`config.mk`:
```
export PLATFORM = sky130hd
export DESIGN_NAME = pc_unit
export DESIGN_NICKNAME = d
export VERILOG_FILES = /design/src/rtl/pc_unit.sv
export SDC_FILE = /design/constraint.sdc
export NUM_CORES = 1
export LEC_CHECK = 0
export CAP_MARGIN = 20
export CORE_MARGIN = 8
export CORE_UTILIZATION = 25
export CTS_BUF_LIST = sky130_fd_sc_hd__clkbuf_8
export DETAILED_ROUTE_END_ITERATION = 8
export SLEW_MARGIN = 10
export SYNTH_ARGS = -nofsm -noshare
export SYNTH_HDL_FRONTEND = slang
export SYNTH_SLANG_ARGS = --single-unit
```
`constraint.sdc`:
```
create_clock -name clk -period 5.8 [get_ports clk]
set_input_delay 0.87 -clock clk [delete_from_list [all_inputs] [get_ports clk]]
set_output_delay 0.87 -clock clk [all_outputs]
set_load 0.005 [all_outputs]
```
`src/rtl/pc_unit.sv`:
```
// Program-counter stage: holds the architectural PC, picks the next PC (seq/branch/JAL/JALR),
// sequences a boot cycle and traps on misaligned targets. Optional retire counter: PC_UNIT_INSTRET_EN.
module pc_unit #(
    parameter int unsigned       XLEN         = 32,
    parameter logic [XLEN-1:0]   RESET_VECTOR = 32'h0000_0000
) (
    input  logic            clk,
    input  logic            rst_n,
    input  logic            stall,
    input  logic            pc_src,
    input  logic            jump,
    input  logic            jalr,
    input  logic [XLEN-1:0] imm,
    input  logic [XLEN-1:0] rs1_data,
    output logic [XLEN-1:0] pc,
    output logic [XLEN-1:0] pc_plus4,
    output logic            instr_valid,
    output logic            misaligned,
    output logic [XLEN-1:0] bad_addr
`ifdef PC_UNIT_INSTRET_EN
    ,
    output logic [63:0]     instret
`endif
);

    typedef enum logic [1:0] {
        ST_BOOT = 2'b00,
        ST_RUN  = 2'b01,
        ST_TRAP = 2'b10
    } state_t;

    localparam logic [XLEN-1:0] PC_STEP   = {{(XLEN-3){1'b0}}, 3'b100};
    localparam logic [XLEN-1:0] JALR_MASK = {{(XLEN-1){1'b1}}, 1'b0};

    // Without compressed instructions any target with bit 1 set is unreachable.
    function automatic logic addr_misaligned(input logic [XLEN-1:0] addr);
        return addr[1];
    endfunction

    state_t          state_r;
    state_t          state_nxt_s;
    logic [XLEN-1:0] pc_r;
    logic [XLEN-1:0] pc_nxt_s;
    logic [XLEN-1:0] bad_addr_r;
    logic [XLEN-1:0] bad_addr_nxt_s;
    logic [XLEN-1:0] jalr_sum_s;
    logic [XLEN-1:0] rel_sum_s;
    logic [XLEN-1:0] seq_s;
    logic [XLEN-1:0] target_s;
    logic            instr_valid_s;
    logic            misaligned_s;

    assign jalr_sum_s = rs1_data + imm;
    assign rel_sum_s  = pc_r + imm;
    assign seq_s      = pc_r + PC_STEP;

    // Target select: jalr beats jump beats taken branch beats sequential.
    always_comb begin
        target_s = seq_s;
        if (jalr) begin
            target_s = jalr_sum_s & JALR_MASK;
        end else if (jump) begin
            target_s = rel_sum_s;
        end else if (pc_src) begin
            target_s = rel_sum_s;
        end else begin
            target_s = seq_s;
        end
    end

    // Next-state logic: boot sequencing, stall hold, redirect or trap capture.
    always_comb begin
        state_nxt_s    = state_r;
        pc_nxt_s       = pc_r;
        bad_addr_nxt_s = bad_addr_r;
        case (state_r)
            ST_BOOT: begin
                state_nxt_s = ST_RUN;
            end
            ST_RUN: begin
                if (stall) begin
                    state_nxt_s    = ST_RUN;
                    pc_nxt_s       = pc_r;
                    bad_addr_nxt_s = bad_addr_r;
                end else if (addr_misaligned(target_s)) begin
                    // pc keeps the faulting instruction's address for the handler.
                    state_nxt_s    = ST_TRAP;
                    pc_nxt_s       = pc_r;
                    bad_addr_nxt_s = target_s;
                end else begin
                    state_nxt_s    = ST_RUN;
                    pc_nxt_s       = target_s;
                    bad_addr_nxt_s = bad_addr_r;
                end
            end
            ST_TRAP: begin
                state_nxt_s = ST_TRAP;
            end
            default: begin
                // A corrupted state encoding is parked in TRAP until reset.
                state_nxt_s = ST_TRAP;
            end
        endcase
    end

    // Output decode from the registered state.
    always_comb begin
        instr_valid_s = 1'b0;
        misaligned_s  = 1'b0;
        case (state_r)
            ST_BOOT: begin
                instr_valid_s = 1'b0;
                misaligned_s  = 1'b0;
            end
            ST_RUN: begin
                instr_valid_s = ~stall;
                misaligned_s  = 1'b0;
            end
            ST_TRAP: begin
                instr_valid_s = 1'b0;
                misaligned_s  = 1'b1;
            end
            default: begin
                instr_valid_s = 1'b0;
                misaligned_s  = 1'b1;
            end
        endcase
    end

    // State, PC and trap-address registers.
    always_ff @(posedge clk or negedge rst_n) begin
        if (!rst_n) begin
            state_r    <= ST_BOOT;
            pc_r       <= RESET_VECTOR;
            bad_addr_r <= {XLEN{1'b0}};
        end else begin
            state_r    <= state_nxt_s;
            pc_r       <= pc_nxt_s;
            bad_addr_r <= bad_addr_nxt_s;
        end
    end

    assign pc          = pc_r;
    assign pc_plus4    = seq_s;
    assign instr_valid = instr_valid_s;
    assign misaligned  = misaligned_s;
    assign bad_addr    = bad_addr_r;

`ifdef PC_UNIT_INSTRET_EN
    logic [63:0] instret_r;
    logic        retire_s;

    // An instruction retires when RUN advances the PC without stalling or trapping.
    always_comb begin
        retire_s = 1'b0;
        if ((state_r == ST_RUN) && !stall && !addr_misaligned(target_s)) begin
            retire_s = 1'b1;
        end else begin
            retire_s = 1'b0;
        end
    end

    // Retired-instruction counter, wraps silently at 2^64.
    always_ff @(posedge clk or negedge rst_n) begin
        if (!rst_n) begin
            instret_r <= 64'd0;
        end else if (retire_s) begin
            instret_r <= instret_r + 64'd1;
        end else begin
            instret_r <= instret_r;
        end
    end

    assign instret = instret_r;
`endif

endmodule

```
Word level (Yosys, flattened, before mapping) --
Cells that the tools add are included.
Cells by class: div/mod/pow operators 0, $lt $le $gt $ge 0, $mul 0, muxes and demuxes 8, bitwise operators 2, equal/unequal tests 1, shift-type cells 0, reductions and logical operators 4, $add $sub $neg 3
Operator list (number):
- $mux 32 | 3
- $add 32x32->32 | 2
- $add 32x3->32 const B | 1
- $reduce_and 3->1 | 2
- $mux 2 | 2
- $pmux 2 s2 | 1
- $eq 2x1->1 const B | 1
- $logic_not 2->1 | 1
- $mux 1 | 2
- $not 1->1 | 2
- $reduce_or 2->1 | 1
Word-level totals: latch bits 0, bits in read-only memories 0, output and inout port bits 98, input bits 70, memory bits (writable) 0, flip-flop bits (word level) 65, memories 0, word-level logic and storage cells 21

Depth between registers and ports, before layout --
depth in word-level cells 7, mapped depth 10, mapped depth without buffers 10

Least setup slack after synthesis --
OpenSTA, ideal clock, no wires.
kind input to register, from input imm[7], to register bad_addr_r[31], in the netlist bad_addr[31], buffers on the path 0, library setup time 135 ps, slack 2759 ps, arrival time 2907 ps, stages 9, required time 5665 ps, cell sequence ha_1 > and3_1 > a22oi_1 > o211ai_4 > a211oi_4 > nor4_1 > or4_4 > a21oi_2 > o31ai_1
On the way: cells in the longest elaborated chain, start to end 4, elaborated cells on any way between the ends 5, classes of those cells 2 x add/sub; 3 x mux
Ends and longest elaborated chain:
- from (decl) | line 13 | input logic [XLEN-1:0] imm,
- $add 32x32->32 | line 54 | assign rel_sum_s = pc_r + imm;
- $mux 32 | line 64 | end else if (pc_src) begin
- $mux 32 | line 62 | end else if (jump) begin
- $mux 32 (*) | line 60 | if (jalr) begin
- to (signal assigned) | line 135 | bad_addr_r <= {XLEN{1'b0}};
- to (signal assigned) | line 139 | bad_addr_r <= bad_addr_nxt_s;
- to (decl) | line 44 | logic [XLEN-1:0] bad_addr_r;
Every way passes the cells marked *; elsewhere a longest branch is shown, timed or not. A chain may end at the register's enable or synchronous reset.

Final worst setup path --
from register pc_r[4], in the netlist pc[4], to output pc_plus4[25]
On the way: cells in the longest elaborated chain, start to end 1
Ends and longest elaborated chain:
- from (decl) | line 42 | logic [XLEN-1:0] pc_r;
- from (signal assigned) | line 138 | pc_r <= pc_nxt_s;
- $add 32x3->32 | line 55 | assign seq_s = pc_r + PC_STEP;
- to (decl) | line 16 | output logic [XLEN-1:0] pc_plus4,
No other way between the ends.

==> results.txt <==
Final core occ -> 33.1%
Final Critical Period -> 3.99 ns
Number of flops mapped to enable cells by yosys -> 0
Gr ovfl total -> 0
Hpwl dp -> 23000 um
Worst-skew pair later-pin latency -> 0.37 ns
Die span in y -> 182 um
Initial DRC count -> 578
CTS max path bufs -> 2
Critical Path Sink Type -> output port
Clk network pwr share -> 9.7%
Netlist cell types -> 73
Worst path max stage delay -> 0.63 ns
TritonRoute pass-1 iters -> 4
CTS H-tree lvls -> 3
Sw Ratio -> 46.2%
Setup Buffers After CTS -> 0
Critical path, cell by cell -> nand3_1 > nor4_4 > and2_1 > nand2_1 > xnor2_1 > clkdlybuf4s50_1
Cells resized by post-CTS repair -> 0
Syn Area/Cell -> 7.72 sq um
Max Fclk -> 251 MHz
Worst hold path class -> reg -> reg
Final wirelength -> 28600 um
Tightest Pin Transition -> 0.933 ns
Combinational share of power -> 65.8%
Max Cap Violations -> 0
Global-route usage over all layers -> 17.0%
Hold_sp -> bad_addr[1]
Antenna Cells -> 0
Slew margin rel. -> 37.8%
Metal3 WL -> 1640 um
Worst Path Arrival -> 3.12 ns
Initial Util -> 25.1%
Outcome -> finished clean
Vias in the first global route -> 7227
Most frequent cells in the layout -> clkdlybuf4s50_1 (163), nand2_1 (112), a21oi_1 (74), nor2_1 (71)
Part of the power in registers -> 24.4%
Hold Path Stages -> 1
WL met1 -> 13100 um
Worst-path clk slew -> 0.08 ns
WL per Instance -> 20.1 um
Via density -> 5.23
FP Rows -> 61
Leak -> 3.77 nW
Most common cell after layout, fill and taps aside -> clkdlybuf4s50_1
Post-Synthesis Cells -> 897
Metal2 WL -> 13200 um
FILL cells -> 2938
Register area share after synthesis -> 23.5%
Worst-path fanout max -> 7
Routability congestion estimate from global placement -> 0.886
Launch point of the worst path -> pc[4]
Clock root buffer -> clkbuf_8
Die width -> 182 um
Final #Nets -> 1172
Synth Flop Type -> dfrtp_1
Setup violators final -> 0
R2R depth -> 10
FF+latch count, synth -> 65
CTS tree -> built
Worst path slowest cell -> nor4_4
Setup Crit Path Kind -> reg -> out
Clock sinks -> 65
Worst r2r src -> pc[0]
Final hold viol count -> 0
Number of remaining DRC errors -> 0
Num CTS Buffers -> 9
Area grow syn2layout -> 31.6%
Die area -> 0.0333 sq mm
Share of layout cells above drive strength 1 -> 4.22%
Async S/R FF share, synth -> 100%
Final Slew Violations -> 0
Fin Setup TNS -> 0 ns
Unrepaired setup endpoints after global routing -> no
Floorplan core area -> 0.0276 sq mm
I/O pins -> 168
Cts-stage hold buffer count -> 0
Peak VDD IR -> 188 uV
Largest net degree at the start of global routing -> 66
Crit share post-route -> 68.8%
PD cells -> 432 mW/mm^2
Initial antenna violation count -> 0
NetSw -> 0.00182 W
CP Data Required Time -> 4.93 ns
Startpoint Class -> register
Post-DRT Antenna Nets -> 0
Worst Clk Skew -> 0.0138 ns
First-pass GRT wire length -> 44000 um
Mapped Area -> 0.00692 sq mm
Pint -> 0.00212 W
DR top layer -> met4
Port buffer count -> 165
Vias post-DR -> 7434
Synth warn -> 0
-- state kept, by name, summed over array words and instances (netlist names) --
signal / count
bad_addr: 32
pc: 31
state_r: 2
-- worst max-delay path: cells and delay by family, from the launching register on --
| kind | cells | cell delay (ns) |
|---|---|---|
| and+or+nand+nor | 4 | 1.33 |
| DFF | 1 | 0.50 |
| xor gates and xnor gates | 1 | 0.32 |
| buffers and inverters | 1 | 0.58 |
-- worst paths after layout --
path	to	slack, ns
min in group asynchronous	pc[31]	0.73
worst max register to register	bad_addr[30]	2.65
max in group asynchronous	pc[11]	4.47
worst min register to register	bad_addr[1]	0.47
worst max-delay path	pc_plus4[25]	1.81
worst min-delay path	bad_addr[1]	0.47
-- power groups by stage --
stage                     Clock, W  Sequential, W  Combinational (W)
after floorplan                  0       0.000886            0.00142
after global placement           0       0.000965            0.00259
after detailed placement         0       0.000971            0.00259
after CTS                 0.000400       0.000964            0.00260
after global routing      0.000418       0.000999            0.00285
final                     0.000383       0.000962            0.00259
-- cells in the mapped netlist (8+ instances only) --
cell type	n	share of area, %
nand2_1	113	6.1
a21oi_1	74	5.3
nor2_1	72	3.9
dfrtp_1	65	23
o21ai_0	65	4.7
ha_1	62	11
xnor2_1	41	5.2
clkbuf_1	36	2.0
o21ai_1	29	2.1
xor2_1	26	3.3
a21o_1	24	2.6
nand3_1	22	1.6
nand4_1	21	1.9
inv_1	16	0.87
o211ai_1	16	1.7
o21a_1	16	1.7
a211oi_1	15	1.6
a31oi_1	15	1.4
and3_1	15	1.4
nor3_1	15	1.1
nor2b_1	11	0.99
or3_1	11	0.99
o31ai_1	10	1.1
nand2b_1	8	0.72
-- kinds of logic after synthesis --
kind of cell,Yosys count,synth area share [%]
AO/OA/AOI/OAI,316,29.4
XOR/XNOR,67,8.48
adder cells (fa/ha/maj),63,11.5
buffers and inverters,58,3.31
flip-flops,65,23.5
multiplexers,8,1.23
other,1,0.0542
AND/OR/NAND/NOR,319,22.6
-- per-stage QoR --
stage	instance area (sq um)	power [W]	hold WS [ns]	worst slack, ns	instances
3_3_place_gp	8930	0.00356	0.456	1.61	1406
2_1_floorplan	6930	0.00231	0.459	2.76	898
5_1_grt	9110	0.00427	0.508	1.67	1421
3_5_place_dp	8930	0.00356	0.462	1.56	1406
6_report	9110	0.00393	0.475	1.81	1421
4_1_cts	9110	0.00397	0.481	1.79	1421
-- cell type report --
class                      instances  area, sq um  share of cell area, %
clock buffer                      12          165                   1.81
tap                              378          473                   5.19
multi-input combinational        775         5080                   55.7
timing repair buffer             172         1690                   18.6
sequential                        65         1630                   17.9
clock inverter                     3         16.3                  0.179
inverter                          16         60.1                  0.659
-- routing by layer --
metal / track usage [%] / vias up
met4: 4.72 / 0
met2: 27.4 / 238
met3: 3.58 / 35
met1: 22.6 / 3540
li1: - / 3621
met5: 0 / -
Note: power is estimated with default switching activity, not from simulation.
